<file path="config.mk">
export PLATFORM = sky130hd
export DESIGN_NAME = led_frame_feeder_flat
export DESIGN_NICKNAME = d
export VERILOG_FILES = /design/src/rtl/led_frame_feeder_if.sv /design/src/rtl/led_frame_feeder.sv /design/src/flat_wrapper.sv
export SDC_FILE = /design/constraint.sdc
export NUM_CORES = 1
export LEC_CHECK = 0
export CORE_MARGIN = 2
export CORE_UTILIZATION = 51
export DETAILED_ROUTE_END_ITERATION = 8
export GPL_TIMING_DRIVEN = 0
export PLACE_DENSITY = 0.79
export SLEW_MARGIN = 20
export SYNTH_ARGS = -nofsm -noshare
export SYNTH_HDL_FRONTEND = slang
export SYNTH_SLANG_ARGS = --single-unit
</file>
<file path="constraint.sdc">
create_clock -name clk -period 2.7 [get_ports clk]
set_clock_uncertainty 0.15 [all_clocks]
set_input_delay 0.81 -clock clk [delete_from_list [all_inputs] [get_ports clk]]
set_output_delay 0.81 -clock clk [all_outputs]
set_load 0.03 [all_outputs]
</file>
<file path="src/rtl/led_frame_feeder_if.sv">
// Frame-buffer read port and WS2812 generator handshake used by led_frame_feeder.
// master = feeder side, slave = frame RAM / pulse generator side.
interface led_frame_feeder_if #(
  parameter int ADDR_W = 8
);
  logic [ADDR_W-1:0] mem_addr;
  logic              mem_rd;
  logic [7:0]        mem_rdata;
  logic              drv_data;
  logic              drv_last_bit;
  logic              drv_start;
  logic              drv_read;
  logic              drv_finish;

  modport master (
    output mem_addr, mem_rd, drv_data, drv_last_bit, drv_start,
    input  mem_rdata, drv_read, drv_finish
  );

  modport slave (
    input  mem_addr, mem_rd, drv_data, drv_last_bit, drv_start,
    output mem_rdata, drv_read, drv_finish
  );
endinterface

</file>
<file path="src/rtl/led_frame_feeder.sv">
// Walks the LED frame buffer and serializes it MSB-first into the WS2812 pulse generator.
// Optional BRIGHTNESS_SCALE_EN: scale every fetched byte by (brightness+1)/256, one extra fetch cycle.
module led_frame_feeder #(
  parameter int NUM_LEDS = 60,
  parameter int ADDR_W   = 8
) (
  input  logic       clk,
  input  logic       reset,
  input  logic       frame_req,
  output logic       busy,
  output logic       frame_done,
  input  logic [7:0] brightness,
  output logic       underrun,
  led_frame_feeder_if.master bus
);

  localparam logic [ADDR_W-1:0] LAST_BYTE = ADDR_W'(NUM_LEDS * 3 - 1);

  typedef enum logic [2:0] {
    IDLE, FETCH0, LOAD0, START, SHIFT, WAIT_RES
  } state_t;

  state_t            state, state_nx;
  logic [7:0]        shift_reg;
  logic [7:0]        next_byte;
  logic              next_valid;
  logic [ADDR_W-1:0] byte_idx;
  logic [2:0]        bit_idx;
  logic              pending;
  logic              prefetch_req;
  logic              rd_q;
  logic              fetch_valid;
  logic [7:0]        fetch_data;
  logic              at_last;
  logic              in_stream;

  assign at_last   = (byte_idx == LAST_BYTE) && (bit_idx == 3'd7);
  assign in_stream = (state == START) || (state == SHIFT);

`ifdef BRIGHTNESS_SCALE_EN
  // Scaled byte is registered, so fetch results arrive two cycles after mem_rd.
  logic        sc_valid;
  logic [7:0]  sc_data;
  logic [8:0]  gain;
  logic [15:0] product;

  assign gain    = {1'b0, brightness} + 9'd1;
  assign product = 16'(bus.mem_rdata) * 16'(gain);

  always_ff @(posedge clk or posedge reset) begin
    if (reset) begin
      sc_valid <= 1'b0;
      sc_data  <= 8'h00;
    end else begin
      sc_valid <= rd_q;
      if (rd_q) sc_data <= 8'(product >> 8);
    end
  end

  assign fetch_valid = sc_valid;
  assign fetch_data  = sc_data;
`else
  logic unused_brightness;
  assign unused_brightness = ^brightness;
  assign fetch_valid       = rd_q;
  assign fetch_data        = bus.mem_rdata;
`endif

  // NOTE: sequential state uses non-blocking assignments so every flop samples pre-edge values.
  always_ff @(posedge clk or posedge reset) begin
    if (reset) state <= IDLE;
    else       state <= state_nx;
  end

  always_comb begin
    // NOTE: default assignment first so no path through this block infers a latch.
    state_nx = state;
    unique case (state)
      IDLE:     if (frame_req) state_nx = FETCH0;
      FETCH0:   state_nx = LOAD0;
      LOAD0:    if (fetch_valid) state_nx = START;
      START:    state_nx = SHIFT;
      SHIFT:    if (at_last) state_nx = WAIT_RES;
      WAIT_RES: if (bus.drv_finish) state_nx = (pending || frame_req) ? FETCH0 : IDLE;
      default:  state_nx = IDLE;
    endcase
  end

  always_comb begin
    busy             = (state != IDLE);
    frame_done       = (state == WAIT_RES) && bus.drv_finish;
    bus.drv_start    = (state == START);
    bus.drv_data     = shift_reg[7];
    bus.drv_last_bit = at_last && ((state == SHIFT) || (state == WAIT_RES));
    bus.mem_rd       = 1'b0;
    bus.mem_addr     = '0;
    if (state == FETCH0) begin
      bus.mem_rd = 1'b1;
    end else if (prefetch_req && in_stream && (byte_idx < LAST_BYTE)) begin
      bus.mem_rd   = 1'b1;
      bus.mem_addr = byte_idx + ADDR_W'(1);
    end
  end

  always_ff @(posedge clk or posedge reset) begin
    if (reset) begin
      shift_reg    <= 8'h00;
      next_byte    <= 8'h00;
      next_valid   <= 1'b0;
      byte_idx     <= '0;
      bit_idx      <= 3'd0;
      pending      <= 1'b0;
      underrun     <= 1'b0;
      prefetch_req <= 1'b0;
      rd_q         <= 1'b0;
    end else begin
      rd_q         <= bus.mem_rd;
      prefetch_req <= 1'b0;

      // One-deep request queue; a request coinciding with drv_finish restarts directly.
      if ((state == IDLE) || ((state == WAIT_RES) && bus.drv_finish)) pending <= 1'b0;
      else if (frame_req)                                               pending <= 1'b1;

      if ((state == IDLE) && frame_req)
        underrun <= 1'b0;
      else if (bus.drv_read && ((state != SHIFT) || at_last))
        underrun <= 1'b1;
      else if ((state == SHIFT) && bus.drv_read && (bit_idx == 3'd7) && !next_valid)
        underrun <= 1'b1;

      if ((state == LOAD0) && fetch_valid) begin
        shift_reg    <= fetch_data;
        byte_idx     <= '0;
        bit_idx      <= 3'd0;
        next_valid   <= 1'b0;
        prefetch_req <= 1'b1;
      end

      if ((state == SHIFT) && bus.drv_read && !at_last) begin
        if (bit_idx != 3'd7) begin
          shift_reg <= {shift_reg[6:0], 1'b0};
          bit_idx   <= bit_idx + 3'd1;
        end else begin
          shift_reg    <= next_valid ? next_byte : 8'h00;
          byte_idx     <= byte_idx + ADDR_W'(1);
          bit_idx      <= 3'd0;
          next_valid   <= 1'b0;
          prefetch_req <= 1'b1;
        end
      end

      // Placed after the advance so a same-cycle capture is not lost.
      if (fetch_valid && in_stream) begin
        next_byte  <= fetch_data;
        next_valid <= 1'b1;
      end
    end
  end

endmodule

</file>
<file path="src/flat_wrapper.sv">
// flat-port wrapper written by rule: the top's interface ports become plain ports
module led_frame_feeder_flat 
#(
  parameter int NUM_LEDS = 60,
  parameter int ADDR_W   = 8
)
  (clk, reset, frame_req, busy, frame_done, brightness, underrun, bus_mem_addr, bus_mem_rd, bus_drv_data, bus_drv_last_bit, bus_drv_start, bus_mem_rdata, bus_drv_read, bus_drv_finish);
  led_frame_feeder_if #(.ADDR_W(ADDR_W)) bus_i ();
  input  logic clk;
  input  logic reset;
  input  logic frame_req;
  output logic busy;
  output logic frame_done;
  input  logic [7:0] brightness;
  output logic underrun;
  output wire logic [$bits(bus_i.mem_addr)-1:0] bus_mem_addr;
  output wire logic [$bits(bus_i.mem_rd)-1:0] bus_mem_rd;
  output wire logic [$bits(bus_i.drv_data)-1:0] bus_drv_data;
  output wire logic [$bits(bus_i.drv_last_bit)-1:0] bus_drv_last_bit;
  output wire logic [$bits(bus_i.drv_start)-1:0] bus_drv_start;
  input wire logic [$bits(bus_i.mem_rdata)-1:0] bus_mem_rdata;
  input wire logic [$bits(bus_i.drv_read)-1:0] bus_drv_read;
  input wire logic [$bits(bus_i.drv_finish)-1:0] bus_drv_finish;
  assign bus_mem_addr = bus_i.mem_addr;
  assign bus_mem_rd = bus_i.mem_rd;
  assign bus_drv_data = bus_i.drv_data;
  assign bus_drv_last_bit = bus_i.drv_last_bit;
  assign bus_drv_start = bus_i.drv_start;
  assign bus_i.mem_rdata = bus_mem_rdata;
  assign bus_i.drv_read = bus_drv_read;
  assign bus_i.drv_finish = bus_drv_finish;
  led_frame_feeder #(.NUM_LEDS(NUM_LEDS), .ADDR_W(ADDR_W)) u_core (.clk(clk), .reset(reset), .frame_req(frame_req), .busy(busy), .frame_done(frame_done), .brightness(brightness), .underrun(underrun), .bus(bus_i));
endmodule
</file>
* Word-level counts from Yosys, hierarchy flattened *
Cells that the tools add are included.

cells by class
  $add $sub $neg = 2
  magnitude comparators = 1
  equality and inequality tests = 13
  multiplexer cells = 32
  reduce and logical (&&, ||, !) cells = 26

operator list
  cell                   number
  $mux W8                9
  $mux W3                7
  $pmux W3 S6            1
  $mux W1                15
  $logic_and A1 B1 Y1    13
  $eq A3 B3 Y1 const B   3
  $add A8 B1 Y8 const B  1
  $eq A8 B8 Y1 const B   1
  $lt A8 B8 Y1 const B   1
  $eq A3 B2 Y1 const B   2
  $ne A3 B3 Y1 const B   2
  $reduce_bool A3 Y1     2
  $logic_or A1 B1 Y1     5
  $ne A2 B1 Y1 const B   2
  $ne A2 B2 Y1 const B   2
  $reduce_and A4 Y1      1
  $reduce_bool A2 Y1     2
  $add A3 B1 Y3 const B  1
  $eq A3 B1 Y1 const B   1
  $logic_not A3 Y1       1
  $logic_not A1 Y1       2

storage, ports and cells
  bits in registers = 35
  input port bits = 21
  output and inout port bits = 15
  logic and storage cells = 84

* Depth between registers and ports, before layout *
  depth in word-level cells = 7
  gate-level depth with buffers = 7
  gate-level depth less buffers = 6

* Least setup slack after synthesis *
OpenSTA, ideal clock, no wires.

  path kind = register to output
  from = register u_core.byte_idx[0]
  to = output bus_mem_addr[2]
  arrival time = 1.852 ns
  required time = 1.740 ns
  path slack = -0.112 ns
  cell stages (with the launch flop) = 6
  path buffers = 0
  cell sequence = dfrtp_1 ha_1 o311a_1 o21ai_0 nand3_1 a21oi_1

between the ends
  word-level cells in the longest chain between the ends = 4
  elaborated cells on any way between the ends = 5
  those cells by class = add/sub: 1; order compare: 1; mux: 2; reduce/logical: 1

ends and longest elaborated chain
  element                 line                     source
  from (decl)             led_frame_feeder.sv:27   logic [ADDR_W-1:0] byte_idx;
  from (signal assigned)  led_frame_feeder.sv:145  byte_idx <= byte_idx + ADDR_W'(1);
  $lt A8 B8 Y1            led_frame_feeder.sv:99   end else if (prefetch_req && in_stream && (byte_idx < LAST_BYTE)) begin
  $logic_and A1 B1 Y1     led_frame_feeder.sv:99
  $mux W8 (*)             led_frame_feeder.sv:99
  $mux W8 (*)             led_frame_feeder.sv:97   if (state == FETCH0) begin
  to (decl)               flat_wrapper.sv:16       output wire logic [$bits(bus_i.mem_addr)-1:0] bus_mem_addr;

Mark *: on every way between the ends. The rest lies on a longest branch, timed or not.

* Worst setup path after layout *
  from = register u_core.byte_idx[1]
  to = output bus_mem_addr[7]

The elaborated chain is that of the path after synthesis.

==> results.yml <==
outcome:
  outcome: "finished, violations left"
  violations: "setup timing"
floorplan:
  dieWidth_um: 64.7
  boundaryPins: 36
  core-area_mm2: 0.00361
  die_h_um: 64.7
  dieArea_mm2: 0.00419
  rows: 22
  start_util: 0.522
clock_network:
  clock_latency_ns: 0.29
  cts.htree.levels: 2
  ctsHoldBuffers: 0
  clk_pin_slew_ns: 0.07
  cts.sinks: 35
  root_buffer: "clkbuf_8"
  clockBufferDepth: 2
  tritoncts: "done"
  numCtsBuffers: 5
setup_path:
  reg2reg_slack_ns: 0.63
  ff2ff_path_depth: 8
  crit_fanout: 5
  required_ns: 1.74
  end_kind: "output port"
  r2r-end: "u_core.shift_reg[1]"
  path_class: "register to output port"
  reg2reg_from: "u_core.bit_idx[0]"
  startpoint_type: "register"
  critical_path_arrival_ns: 1.86
drt:
  drc: 0
  vias: 1561
  wire_per_inst_um: 15.1
  drt-initial-drc-count: 91
  antenna_left: 0
  first_pass_iters: 4
  routed_wl_um: 4200
  vias_per_cell: 5.62
timing:
  fmax_ghz: 0.354
  rsz0062_at_grt: "yes"
  report.final.setup_viol: 10
  tightest_slew_ns: 0.718
  period_share: 1.05
  fin_hold_ws_ns: 0.362
  setup_ws_ns: -0.124
  slew-limit-headroom: 0.521
  fin_crit_ns: 2.82
  drv_slew: 0
  tns_ns: -0.902
  hold_viol_final: 0
synth:
  synth_area_mm2: 0.00188
  seq_area_frac_synth: 0.465
  ys_ff_latch: 35
  yosys.area.top_type: "dfrtp_1"
  async_flop_share: 1.00
  synth_most_common_cell: "dfrtp_1"
  syn_avg_cell_area_um2: 10.1
  ys_top_cells_by_area: "dfrtp_1 (47%), mux2_2 (4.8%), a21oi_1 (4.5%)"
  synth_cell_type_count: 43
  synth_edf_count: 0
  syn-instance-count: 187
  yosys_warnings: 0
  synthFlopType: "dfrtp_1"
  synth_top_cell_area_share: 0.465
  synth_commonest_cells: "dfrtp_1 (35), nor2_1 (18), a21oi_1 (17)"
  synth_fp_nets: 211
flow_run:
  maxCapViolCount: 0
layout:
  final_layout_size_suffix_gt1_frac: 0.300
  area_delta_synth_final_pct: 31.9
  nets: 253
  multiInputGateArea_mm2: 0.00105
  seq_area_um2: 876
  stdcell_count: 278
  diodes: 0
  final_util: 0.688
  nFillCells: 271
global_routing:
  antenna_found_initial: 0
  grt_start_max_net_pins: 36
  grt_usage: 0.215
  gr-total-overflow: 0
  grt_pass1_vias: 1444
  grt_pass1_wl_um: 6770
pwr:
  ir_drop_mv: 0.269
  leakage_nw: 1.08
  cellPowerDensity_mw_per_mm2: 768
  p_total_w: 0.00191
worst_hold_path:
  whs_path_depth: 1
  worst_hold_path.endpoint: "u_core.shift_reg[4]"
  hp-start: "u_core.shift_reg[4]"
  min_path_type: "register to register"
place:
  placed_cells: 262
  port-buffer-count: 27
  routabilityCongestion: 0.865
  hpwl_um: 2660
## where the power goes
group	switching, W	leakage, nW	total (W)	internal [W]
sequential	0.000116	0.447	0.000819	0.000704
combinational	0.000382	0.590	0.000719	0.000338
clock	0.000189	0.0412	0.000369	0.000180
total	0.000686	1.08	0.00191	0.00122
## stage by stage
stage,setup slack (ns),cell area [µm²]
global placement,-0.675,2210
finish,-0.124,2480
floorplan,-0.112,1880
global route,-0.196,2480
CTS,-0.169,2380
detailed placement,-0.676,2210
## cells in the final DEF, fill, tap and decap left out, drive strengths merged
| master | count |
|---|---|
| a21o | 5 |
| a21oi | 18 |
| a221o | 8 |
| a221oi | 1 |
| a311oi | 1 |
| and2 | 3 |
| and3 | 1 |
| and4bb | 1 |
| buf | 25 |
| clkbuf | 8 |
| clkdlybuf4s50 | 14 |
| clkinv | 1 |
| clkinvlp | 1 |
| dfrtp | 35 |
| dlygate4sd2 | 2 |
| ha | 3 |
| inv | 8 |
| mux2 | 8 |
| nand2 | 10 |
| nand2b | 6 |
| nand3 | 12 |
| nand3b | 1 |
| nand4b | 1 |
| nand4bb | 2 |
| nor2 | 18 |
| nor2b | 7 |
| nor3 | 4 |
| nor4bb | 1 |
| o211ai | 1 |
| o21a | 1 |
| o21ai | 12 |
| o221ai | 1 |
| o311a | 1 |
| or2 | 2 |
| or3 | 3 |
| or3b | 1 |
| xnor2 | 2 |
| xor2 | 1 |
## final cells by class
class | count | area share
tap | 48 | 0.0242
inverter | 8 | 0.0121
timing repair buffer | 34 | 0.129
multi-input combinational | 136 | 0.425
clock inverter | 2 | 0.00504
sequential | 35 | 0.353
buffer | 9 | 0.0232
clock buffer | 6 | 0.0292
## worst max-delay path by stage
stage,cells after the start,endpoint,from
detailed placement,6,bus_mem_addr[2],u_core.byte_idx[0]
global route,6,bus_mem_addr[7],u_core.state[1]
CTS,6,bus_mem_addr[2],u_core.byte_idx[0]
finish,6,bus_mem_addr[7],u_core.byte_idx[1]
global placement,6,bus_mem_addr[3],u_core.byte_idx[0]
floorplan,5,bus_mem_addr[2],u_core.byte_idx[0]
## critical path, cell delays in order, from the launching register on
cell and delay, ns:
dfrtp_1 0.41, ha_4 0.19, o311a_4 0.32, o21ai_4 0.21
nand3_4 0.15, nor2_1 0.13, buf_4 0.17
## metal layers
layer / track usage / share of wire
met5: 0 / 0
met4: 0.109 / 0.025
met3: 0.0625 / 0.042
met2: 0.335 / 0.48
met1: 0.273 / 0.45
## cells by family after synthesis
family	after synthesis	share of synthesized area
AOI/OAI and AO/OA	49	0.188
xor gates and xnor gates	3	0.0140
adders and majority gates	3	0.0199
buffers and inverters	17	0.0465
DFF	35	0.465
muxes	8	0.0479
and+or+nand+nor	72	0.218
## repair_timing
item                       CTS  global route
pin swaps                    6             4
buffers inserted             4             3
setup endpoints to repair   13            11
resized for setup           86            15
cloned                       1             0
(Power assumes the default switching activity.)
==> RTL edit (config.mk and constraints unchanged) <==
Add a define of `BRIGHTNESS_SCALE_EN`.
--- a/src/rtl/led_frame_feeder.sv
+++ b/src/rtl/led_frame_feeder.sv
@@ -2,2 +2,4 @@
 // Optional BRIGHTNESS_SCALE_EN: scale every fetched byte by (brightness+1)/256, one extra fetch cycle.
+`define BRIGHTNESS_SCALE_EN
+
 module led_frame_feeder #(
Check against the original RTL: not equivalent (Yosys sat finds a counterexample within 4 cycles, from zero or initial values and one cycle with reset high).
==> RTL edit against the original RTL <==
  * The flow still finishes with violations (negative setup slack)
  * Critical path depth is 12 higher
  * Worst setup slack lost 2.2 ns
  * Sequential cell count is 9 higher
  * Sequential power is 28% higher
  * Area after synthesis up 130%
  * Total power increased by 150%
  * Cell area up 140%
  * Wire length rose to 2.8 times the old value
  * Largest cell class unchanged
==> RTL edit: results (changes against the original RTL) <==
Share of cells above drive strength 1 = 0.2891 (-0.01091)
Routed len/inst = 18.15 um (+20%)
Largest net degree at the start of global routing = 25 (-31%)
Synth Net Count = 570 (+170%)
Async SR Flop Fraction = 1.000 (unchanged)
CTS clk-pin slew, worst paths = 0.08 ns
Final setup violation count = 17 (+7)
Cell family with most CP delay = adder cells
Status = complete, but fails checks
Lkg Pwr = 0.002700 uW (+150%)
CTS Root Cell = clkbuf_8
Syn Area/Cell = 9.298 um2 (-7.6%)
CTS max path bufs = 2 (unchanged)
CP peak stage delay = 0.52 ns (+0.11 ns)
Routed Wire Length = 11.89 mm (+180%)
Register area share after synthesis = 0.2504 (-0.2151)
Later-pin clock latency in the skew report = 0.30 ns
Layout Nets = 647 (+160%)
Synth warnings = 0 (unchanged)
Final setup margin = -2.350 ns (-2.225 ns)
Crit-path slowest cell = fa_1
HPWL after DPL = 7.433 mm (+180%)
Total GRT Usage = 0.2412 (+0.02582)
DR vias/cell = 5.925 (+5.5%)
Initial drt markers = 212 (+130%)
Gpl congestion = 0.8738 (+1.0%)
Post-synthesis cell type count = 52 (+21%)
First-pass GRT wire length = 18.68 mm (+180%)
Initial antenna violation count = 0 (unchanged)
Dpl ws = -3.492 ns (-2.816 ns)
Ranking of synthesized cells by area = dfrtp_1 (25%), fa_1 (18%), ha_1 (10%)
Port Buffers = 35 (+30%)
Max IR drop VDD = 0.4569 mV (+70%)
Pre-Repair DR Iteration Count = 7 (+3)
Failing checks = negative setup slack
Vias in the first global route = 3,900 (+170%)
Synth cell count leaders = inv_1 (59), dfrtp_1 (44), fa_1 (40), nand2_1 (39), ha_1 (36)
Placed insts = 614 (+130%)
R2R setup slack = 0.18 ns (-0.45 ns)
Actual slew at the worst max-slew pin = 0.8168 ns (+0.09871 ns)
[RTL edit: cell count changes in the layout (fill, tap and decap cells not counted), moves of 9 or more]
cell     before  now
inv_1         6   54
nor2_4        0    9
and2_1        2   25
nand2_1       9   35
nor2b_1       6   18
buf_4        12   31
ha_1          0   27
fa_1          0   38
[RTL edit: stage by stage]
step | hold slack [ns] | setup TNS, ns | total power [uW] | cell area [um2]
6_report | 0.2729 | -18.98 | 4709 | 5848
3_5_place_dp | 0.2441 | -32.13 | 3592 | 5057
2_1_floorplan | 0.2019 | -17.07 | 2997 | 4548
5_1_grt | 0.2803 | -20.71 | 5051 | 5848
4_1_cts | 0.2736 | -17.42 | 4382 | 5607
3_3_place_gp | 0.2400 | -38.08 | 3503 | 5030
[RTL edit: layer usage]
layer | GRT usage | up-vias | part of all wire
met5 | 0 | - | 0
met4 | 0.04442 | 0 | 0.018
met3 | 0.03396 | 28 | 0.051
met2 | 0.4343 | 150 | 0.52
met1 | 0.3121 | 1961 | 0.41
li1 | - | 1742 | -
[RTL edit: kinds of logic after synthesis]
logic type	count (synthesis)	share of synthesized area
AND/OR/NAND/NOR	177	0.2151
adder cells (fa/ha/maj)	76	0.2845
AO/OA/AOI/OAI	75	0.1158
buffers and inverters	67	0.05832
flip-flops	44	0.2504
XOR/XNOR	20	0.03983
multiplexers	14	0.03613
[RTL edit: timing repair]
action	in CTS	in global routing
setup endpoints to repair	21	20
pin swaps	31	21
gates cloned	1	0
buffers inserted	27	8
hold buffers	0	0
gates resized for setup	168	52
[RTL edit: path summary, 6_finish.rpt]
| kind | to | from | depth (start not counted) |
|---|---|---|---|
| setup / recovery | u_core.fetch_data[7] | brightness[1] | 18 |
| setup reg to reg | u_core.byte_idx[3] | u_core.bit_idx[0] | 8 |
| hold reg to reg | u_core.fetch_valid | u_core.rd_q | 0 |
| hold / removal | u_core.fetch_valid | u_core.rd_q | 0 |
| min in group asynchronous | u_core.shift_reg[7] | reset | 2 |
| max in group asynchronous | u_core.state[2] | reset | 3 |
[RTL edit: worst reg2reg max path: stages, from the launching register on]
cell      delay (ns)
dfrtp_1         0.39
ha_1            0.20
ha_1            0.25
nand4b_1        0.17
buf_4           0.15
o211ai_2        0.16
nor2_1          0.67
nand2_1         0.13
o21ai_0         0.17
[RTL edit: power breakdown]
group | switching, uW | total [uW] | internal [uW] | leakage, uW
logic | 1770 | 3250 | 1490 | 0.00209
clock network | 226 | 402 | 175 | 0.0000400
registers | 153 | 1050 | 901 | 0.000565
total | 2150 | 4710 | 2560 | 0.00270
[RTL edit: layout make-up]
class                      count  area (um2)
fill                         543        2451
tap                          105       131.4
inverter                      59       221.5
sequential                    44        1102
clock inverter                 2       12.51
multi-input combinational    363        3600
buffer                         6       36.28
clock buffer                   5       68.82
timing repair buffer          71       675.6
